File: config.mk
export PLATFORM = sky130hd
export DESIGN_NAME = snake_segment_arbiter
export DESIGN_NICKNAME = d
export VERILOG_FILES = /design/src/rtl/snake_segment_arbiter.sv
export SDC_FILE = /design/constraint.sdc
export NUM_CORES = 2
export LEC_CHECK = 0
export CAP_MARGIN = 20
export CORE_ASPECT_RATIO = 1.75
export CORE_MARGIN = 4
export CORE_UTILIZATION = 25
export CTS_CLUSTER_DIAMETER = 80
export CTS_CLUSTER_SIZE = 16
export DETAILED_ROUTE_END_ITERATION = 6
export SLEW_MARGIN = 20
export SYNTH_ARGS = -nofsm -noshare
export SYNTH_HDL_FRONTEND = slang
export SYNTH_SLANG_ARGS = --single-unit
File: constraint.sdc
create_clock -name sys_clk -period 9.7 [get_ports sys_clk]
set_input_delay 1.455 -clock sys_clk [delete_from_list [all_inputs] [get_ports sys_clk]]
set_output_delay 1.455 -clock sys_clk [all_outputs]
set_load 0.03 [all_outputs]
File: src/rtl/snake_segment_arbiter.sv
// Snake segment RAM with a three-master arbiter (writer, game reader, VGA reader).
// Optional stall statistics counter is enabled by defining SNAKE_ARB_STATS_EN.
module snake_segment_arbiter #(
  parameter int unsigned X_BITS     = 6,
  parameter int unsigned Y_BITS     = 6,
  parameter int unsigned S_ADDR_W   = 8,
  parameter int unsigned S_LEN_W    = 8,
  parameter int unsigned STARVE_MAX = 4
) (
  input  logic                sys_clk,
  input  logic                sys_reset,
  input  logic [S_LEN_W-1:0]  snake_length_in,
  input  logic                wr_req,
  input  logic [S_ADDR_W-1:0] wr_addr,
  input  logic [X_BITS-1:0]   wr_x,
  input  logic [Y_BITS-1:0]   wr_y,
  output logic                wr_gnt,
  input  logic                game_rd_req,
  input  logic [S_ADDR_W-1:0] game_rd_addr,
  output logic                game_rd_gnt,
  output logic                game_rd_valid,
  output logic [X_BITS-1:0]   game_rd_x,
  output logic [Y_BITS-1:0]   game_rd_y,
  output logic                game_rd_seg_valid,
  input  logic                vga_rd_req,
  input  logic [S_ADDR_W-1:0] vga_rd_addr,
  output logic                vga_rd_gnt,
  output logic                vga_rd_valid,
  output logic [X_BITS-1:0]   vga_rd_x,
  output logic [Y_BITS-1:0]   vga_rd_y,
  output logic                vga_rd_seg_valid
`ifdef SNAKE_ARB_STATS_EN
  ,
  output logic [15:0]         stall_cnt_out,
  input  logic                stall_cnt_clr
`endif
);

  localparam int unsigned DataW = X_BITS + Y_BITS;
  localparam int unsigned Depth = 2 ** S_ADDR_W;
  localparam int unsigned CmpW  = (S_ADDR_W > S_LEN_W) ? S_ADDR_W : S_LEN_W;
  localparam logic [3:0] StarveMax = 4'(STARVE_MAX);

  logic [DataW-1:0]    mem [Depth];
  logic [3:0]          game_wait_q, game_wait_d, vga_wait_q, vga_wait_d;
  logic                rr_q, rr_d;  // 0: game reader wins the next tie
  logic                game_starved, vga_starved;
  logic [S_ADDR_W-1:0] rd_addr;
  logic [DataW-1:0]    rd_data;
  logic                seg_hit;
  logic                game_valid_q, game_seg_q, vga_valid_q, vga_seg_q;
  logic [X_BITS-1:0]   game_x_q, vga_x_q;
  logic [Y_BITS-1:0]   game_y_q, vga_y_q;

  assign game_starved = game_rd_req && (game_wait_q == StarveMax);
  assign vga_starved  = vga_rd_req && (vga_wait_q == StarveMax);

  always_comb begin
    wr_gnt      = 1'b0;
    game_rd_gnt = 1'b0;
    vga_rd_gnt  = 1'b0;
    if (!sys_reset) begin
      if (game_starved && vga_starved) begin
        if (rr_q) vga_rd_gnt = 1'b1;
        else      game_rd_gnt = 1'b1;
      end else if (game_starved) begin
        game_rd_gnt = 1'b1;
      end else if (vga_starved) begin
        vga_rd_gnt = 1'b1;
      end else if (wr_req) begin
        wr_gnt = 1'b1;
      end else if (game_rd_req && vga_rd_req) begin
        if (rr_q) vga_rd_gnt = 1'b1;
        else      game_rd_gnt = 1'b1;
      end else if (game_rd_req) begin
        game_rd_gnt = 1'b1;
      end else if (vga_rd_req) begin
        vga_rd_gnt = 1'b1;
      end
    end
  end

  always_comb begin
    game_wait_d = game_wait_q;
    vga_wait_d  = vga_wait_q;
    rr_d        = rr_q;
    if (!game_rd_req || game_rd_gnt)   game_wait_d = 4'd0;
    else if (game_wait_q != StarveMax) game_wait_d = game_wait_q + 4'd1;
    if (!vga_rd_req || vga_rd_gnt)     vga_wait_d = 4'd0;
    else if (vga_wait_q != StarveMax)  vga_wait_d = vga_wait_q + 4'd1;
    if (game_rd_gnt)     rr_d = 1'b1;
    else if (vga_rd_gnt) rr_d = 1'b0;
  end

  // Only one reader is granted per cycle, so a single shared read port suffices.
  assign rd_addr = game_rd_gnt ? game_rd_addr : vga_rd_addr;
  assign rd_data = mem[rd_addr];
  assign seg_hit = CmpW'(rd_addr) < CmpW'(snake_length_in);

  always_ff @(posedge sys_clk) begin
    if (wr_gnt) mem[wr_addr] <= {wr_x, wr_y};
  end

  always_ff @(posedge sys_clk) begin
    if (sys_reset) begin
      game_wait_q  <= 4'd0;
      vga_wait_q   <= 4'd0;
      rr_q         <= 1'b0;
      game_valid_q <= 1'b0;
      game_seg_q   <= 1'b0;
      game_x_q     <= '0;
      game_y_q     <= '0;
      vga_valid_q  <= 1'b0;
      vga_seg_q    <= 1'b0;
      vga_x_q      <= '0;
      vga_y_q      <= '0;
    end else begin
      game_wait_q  <= game_wait_d;
      vga_wait_q   <= vga_wait_d;
      rr_q         <= rr_d;
      game_valid_q <= game_rd_gnt;
      game_seg_q   <= game_rd_gnt && seg_hit;
      vga_valid_q  <= vga_rd_gnt;
      vga_seg_q    <= vga_rd_gnt && seg_hit;
      if (game_rd_gnt) {game_x_q, game_y_q} <= rd_data;
      if (vga_rd_gnt)  {vga_x_q, vga_y_q}   <= rd_data;
    end
  end

  // A read granted just before reset must not surface while reset is held.
  assign game_rd_valid     = game_valid_q && !sys_reset;
  assign game_rd_seg_valid = game_seg_q && !sys_reset;
  assign game_rd_x         = game_x_q;
  assign game_rd_y         = game_y_q;
  assign vga_rd_valid      = vga_valid_q && !sys_reset;
  assign vga_rd_seg_valid  = vga_seg_q && !sys_reset;
  assign vga_rd_x          = vga_x_q;
  assign vga_rd_y          = vga_y_q;

`ifdef SNAKE_ARB_STATS_EN
  logic        stall;
  logic [15:0] stall_cnt_q;

  assign stall = (wr_req && !wr_gnt) || (game_rd_req && !game_rd_gnt) ||
                 (vga_rd_req && !vga_rd_gnt);

  always_ff @(posedge sys_clk) begin
    if (sys_reset || stall_cnt_clr)           stall_cnt_q <= 16'd0;
    else if (stall && stall_cnt_q != 16'hFFFF) stall_cnt_q <= stall_cnt_q + 16'd1;
  end

  assign stall_cnt_out = stall_cnt_q;
`endif

endmodule
# Word-level counts from Yosys, hierarchy flattened
# Memories as Yosys holds them, arrays and structs flattened.
# Cells that the tools add are included.
# Widths: inputs -> output; s select.
# totals
reg_bits	37
output_inout_bits	31
wordCells	64
memories	1
ram_bits	3072
in_bits	49
# memory_table
memory	words	word_bits	read_ports	rd_ports_with_merged_regs	write_ports	line	text
mem	256	12	1	0	1	44	logic [DataW-1:0] mem [Depth];
# op_classes
add_sub_neg	2
order_cmp	1
n_eq_ne	4
reduce_logical	18
mux	27
# op_table
operator	n
$mux 1	26
$logic_and 1x1->1	10
$add 4x1->4 const B	2
$eq 4x3->1 const B	2
$lt 8x8->1	1
$mux 8	1
$ne 4x3->1 const B	2
$reduce_or 2->1	2
$logic_not 1->1	3
$logic_or 1x1->1	2
$reduce_bool 2->1	1

# Logic depth before layout (Yosys ltp)
# depth
word_depth	10
ltp_mapped	18
depth_no_buf	16

# Worst setup path after synthesis
# Ideal clock, no wire load.
# synth_timing
path_kind	in2reg
startpoint	input port vga_rd_req
endpoint	register vga_seg_q
setup_time_ns	0.068
stages	14
t_required_ns	9.632
t_arrival_ns	4.380
slack_ns	5.252
path_buffers	2
cell_sequence	and4b_1 -> nor2_1 -> a21oi_4 -> inv_2 -> clkbuf_1 -> mux2i_1 -> clkinv_1 -> clkbuf_1 -> ha_1 -> a21o_1 -> a21o_1 -> a21oi_1 -> o21ai_0 -> nor2_1
# synth_between
elab_chain_len	10
elab_cells_between_ends	20
classes_between	order compare: 1; mux: 15; reduce/logical: 4
# synth_rtl
element	line	text
from (decl)	25	input logic vga_rd_req,
$logic_and 1x1->1	72	end else if (game_rd_req && vga_rd_req) begin
$mux 1	72	
$mux 1	70	end else if (wr_req) begin
$mux 1	68	end else if (vga_starved) begin
$mux 1	66	end else if (game_starved) begin
$mux 1 (*)	63	if (game_starved && vga_starved) begin
$mux 1 (*)	62	if (!sys_reset) begin
via game_rd_gnt	20	output logic game_rd_gnt,
$mux 8 (*)	96	assign rd_addr = game_rd_gnt ? game_rd_addr : vga_rd_addr;
$lt 8x8->1 (*)	98	assign seg_hit = CmpW'(rd_addr) < CmpW'(snake_length_in);
$logic_and 1x1->1 (*)	124	vga_seg_q <= vga_rd_gnt && seg_hit;
to (signal assigned)	124	
to (decl)	51	logic game_valid_q, game_seg_q, vga_valid_q, vga_seg_q;
# Mark *: on every way through the listed nets, which the timed path passes. The rest lies on a longest branch.
# A chain may end at the register's enable or synchronous reset.

# Worst setup path after layout
# layout_timing
startpoint	input port sys_reset
endpoint	register game_y_q[1] (netlist: game_rd_y[1])
# layout_between
elab_chain_len	3
# layout_rtl
element	line	text
from (decl)	11	input logic sys_reset,
$mux 1	62	
$mux 8	96	
$mem_v2 256x12	n/a	
to (signal assigned)	125	if (game_rd_gnt) {game_x_q, game_y_q} <= rd_data;
to (decl)	53	logic [Y_BITS-1:0] game_y_q, vga_y_q;
# Several ways; a longest one is shown, not always the timed one.

==> summary.md <==
| Metric | Value |
|---|---|
| Status | finished clean |
| WL final | 422000 um |
| Congestion Overflow GR | 0 |
| CTS tree | built |
| Critical Path Most Common Cell | o22ai_1 |
| Post-CTS Hold Buffers | 0 |
| FFs w/ async S/R, synth | 0% |
| Worst-Margin Slew | 1340 ps |
| Sum of negative setup slack | 0 ps |
| Vias | 80.1k |
| Commonest non-fill, non-tap cell in the layout | edfxtp_1 |
| Post-synth EDFFs | 3072 |
| Io pins | 80 |
| Synth Register Bits | 3109 |
| Initial drt markers | 9514 |
| Fmax | 150 MHz |
| CP Max Fanout | 119 |
| Placed cell area | 134000 sq um |
| CP bufs+invs | 3 |
| Final ANT Viol Nets | 0 |
| P_sw | 6.46 mW |
| Vias in the first global route | 76.8k |
| Unrepaired setup endpoints after global routing | no |
| Area growth from synthesis to layout | 12.9% |
| Critical Path End Type | flip-flop |
| Slowest CP cell | clkdlybuf4s50_1 |
| Cell Int Power | 19.5 mW |
| Pwr/cell area | 186 nW/um^2 |
| Placed insts | 15.3k |
| Final hold vios | 0 |
| Die Wd | 540 um |
| Hold WS | 552 ps |
| Slew Viols, Final | 0 |
| Sequential fraction of the synthesis area | 75.2% |
| Post-layout min period | 6670 ps |
| First-pass GRT wire length | 591000 um |
| Crit path cell chain | clkdlybuf4s50_1 -> nor2b_1 -> and2_1 -> a22o_1 -> nor2_8 -> buf_12 -> buf_4 -> a21oi_1 -> a22oi_1 -> o22ai_1 -> o22ai_1 -> nand4_1 -> o21ai_0 -> a221o_1 |
| Post CTS Setup Buffer Count | 0 |
| Core area | 493000 sq um |
| Count of cell types in the netlist | 98 |
| Gpl congestion | 0.924 |
| Post-route cell area | 140000 sq um |
| Worst Skew | 68.2 ps |
| Layout cells sized above 1 | 9.06% |
| Synth Net Count | 8969 |
| Synthesized area per cell | 13.9 sq um |
| Gr usage total | 16.0% |
| Setup-failing EPs final | 0 |
| Die area | 506000 sq um |
| Min-delay worst type | flip-flop to flip-flop |
| Kind of critical path | primary input to flip-flop |
| Final #Nets | 9021 |
| Pin count of the biggest net entering global routing | 171 |
| Fraction of power spent switching nets | 24.8% |
| Final worst-path cycle share | 68.8% |
| DRC viols | 0 |
| Post-CTS sizing | 0 |
| Most frequent cells in the layout | edfxtp_1 (3072), nand2_1 (1930), a21oi_1 (677) |
| Synth Flop Type | edfxtp_1 |
| Post-Syn Area | 124000 sq um |
| Reg power frac | 56.9% |
| Worst setup SP type | primary input |
| Post-Synthesis Cells | 8909 |
| Fill count | 49.4k |
| Comb power frac | 10.1% |
| Lkg Pwr | 44.3 nW |
| Starting density of the core | 25.1% |
| Clock share of power | 33.1% |
| Worst stage delay on the critical path | 920 ps |
| Initial antenna violation count | 16 |
| Router iterations before antenna repair | 6 |
| H-tree levels | 4 |
| Clock Path Buffers | 4 |
| Total clock buffers created by CTS | 220 |
| Worst-Skew Late Latency | 910 ps |
| Drt wl/cell | 27.2 um |
| Clock transition at path regs | 80 ps |
| Top delay family on crit path | buffers and inverters |
| MaxCap Viol Count | 0 |
| Die height | 938 um |
| VDD IR max | 0.148 mV |
| Layout Cells excl Fill | 15.5k |
| Ys Warns | 0 |
| Std cell rows | 341 |
| Worst Path Arrival | 7530 ps |
| DP Wirelength | 259000 um |
| CTS Sinks | 3109 |
| DR vias/cell | 5.15 |
| CP required | 10560 ps |
| Normalized max-slew margin | 10.6% |
| PortBufs | 79 |
| Root buf cell | clkbuf_16 |
==> flip-flops by register name, indices dropped and copies added (netlist names), 4 cells and up <==
name,count
game_wait_q,4
vga_rd_x,6
vga_rd_y,6
vga_wait_q,4
game_rd_x,6
mem,3072
game_rd_y,6
==> logic make-up after synthesis <==
logic type                 synth area share (%)
DFF                                        75.2
and+or+nand+nor                            10.8
AOI/OAI and AO/OA                          10.6
buffers and inverters                      2.55
muxes                                     0.662
adders and majority gates                 0.119
xor gates and xnor gates                 0.0213
==> final cells by class <==
class	instances	area, sq um	area share, %
multi-input cells	5113	28000	20.1
repair buffers	492	4440	3.18
well taps	6517	8150	5.84
diodes	17	42.5	0.0305
clock buffers	262	5810	4.16
clock inverters	2	13.8	0.00986
flip-flops and latches	3109	93000	66.6
inverters	25	109	0.0780
==> synth_stat cells, types with 4 or more instances <==
cell	number	area share, %
a22oi_1	132	0.80
edfxtp_1	3072	75
a21o_1	4	0.024
ha_1	11	0.11
a32oi_1	35	0.25
a31oi_1	190	0.96
nor4_1	160	0.81
buf_2	296	1.2
buf_4	38	0.23
a21oi_1	680	2.8
clkbuf_1	275	0.83
or2_2	4	0.020
a221oi_1	44	0.31
buf_6	8	0.073
o221a_2	11	0.10
o21ai_0	19	0.077
nor3_1	55	0.22
a32o_1	6	0.049
mux2i_1	78	0.63
inv_1	21	0.064
and3_1	389	2.0
o21ai_1	8	0.032
nor2b_1	13	0.066
a311oi_1	218	1.5
dfxtp_1	37	0.60
or3_1	9	0.046
o22ai_1	185	0.94
o32a_1	5	0.040
o21a_1	18	0.11
a211oi_1	325	2.0
nor2_1	298	0.90
nand2_1	1954	5.9
buf_1	44	0.13
o221ai_1	19	0.13
or4_1	5	0.030
nand2b_1	9	0.046
nand3_1	128	0.52
o22a_1	11	0.078
==> layer usage <==
layer / global-route usage, % / vias to the layer above / wire, um
li1: - / 34000 / -
met2: 28.1 / 3983 / 211000
met4: 12.6 / 12 / 39100
met5: 0 / - / 80
met3: 2.27 / 1016 / 30900
met1: 17.3 / 41100 / 141000
==> power by group through the flow <==
| stage | clock network (mW) | logic [mW] | registers (mW) |
|---|---|---|---|
| 3_3_place_gp | 0 | 2.55 | 15.1 |
| 3_5_place_dp | 0 | 2.56 | 15.1 |
| 2_1_floorplan | 0 | 1.23 | 15.1 |
| 6_report | 8.60 | 2.62 | 14.8 |
| 5_1_grt | 9.13 | 2.69 | 14.8 |
| 4_1_cts | 8.70 | 2.57 | 14.8 |
==> stage by stage <==
| step | util, % | worst slack, ps | total power [mW] |
|---|---|---|---|
| 5_1_grt | 28.3 | 2880 | 26.6 |
| 3_3_place_gp | 27.1 | 2150 | 17.6 |
| 4_1_cts | 28.3 | 3320 | 26.0 |
| 3_5_place_dp | 27.1 | 2360 | 17.6 |
| 2_1_floorplan | - | 5250 | 16.3 |
| 6_report | 28.3 | 3030 | 26.0 |
==> worst paths after layout <==
kind,slack (ps),endpoint,depth (start not counted),from
worst max register to register,3660,game_rd_y[1],15,vga_wait_q[0]
worst min-delay path,550,game_wait_q[3],2,game_wait_q[3]
worst min register to register,550,game_wait_q[3],2,game_wait_q[3]
worst max-delay path,3030,game_rd_y[1],14,sys_reset
==> worst reg2reg max path, cell delays in order, from the launching register on <==
cell       delay [ps]
dfxtp_1           400
inv_1              60
ha_1              290
nand4b_2          250
o21ai_0           140
o2bb2ai_1         440
o21ai_4           320
inv_8             560
buf_12            550
nand2_2           640
a21oi_1           330
nor4_1             90
o22ai_1           500
nand4_1           790
o21ai_0           500
a221o_1           160
Note: power is estimated with default switching activity, not from simulation.
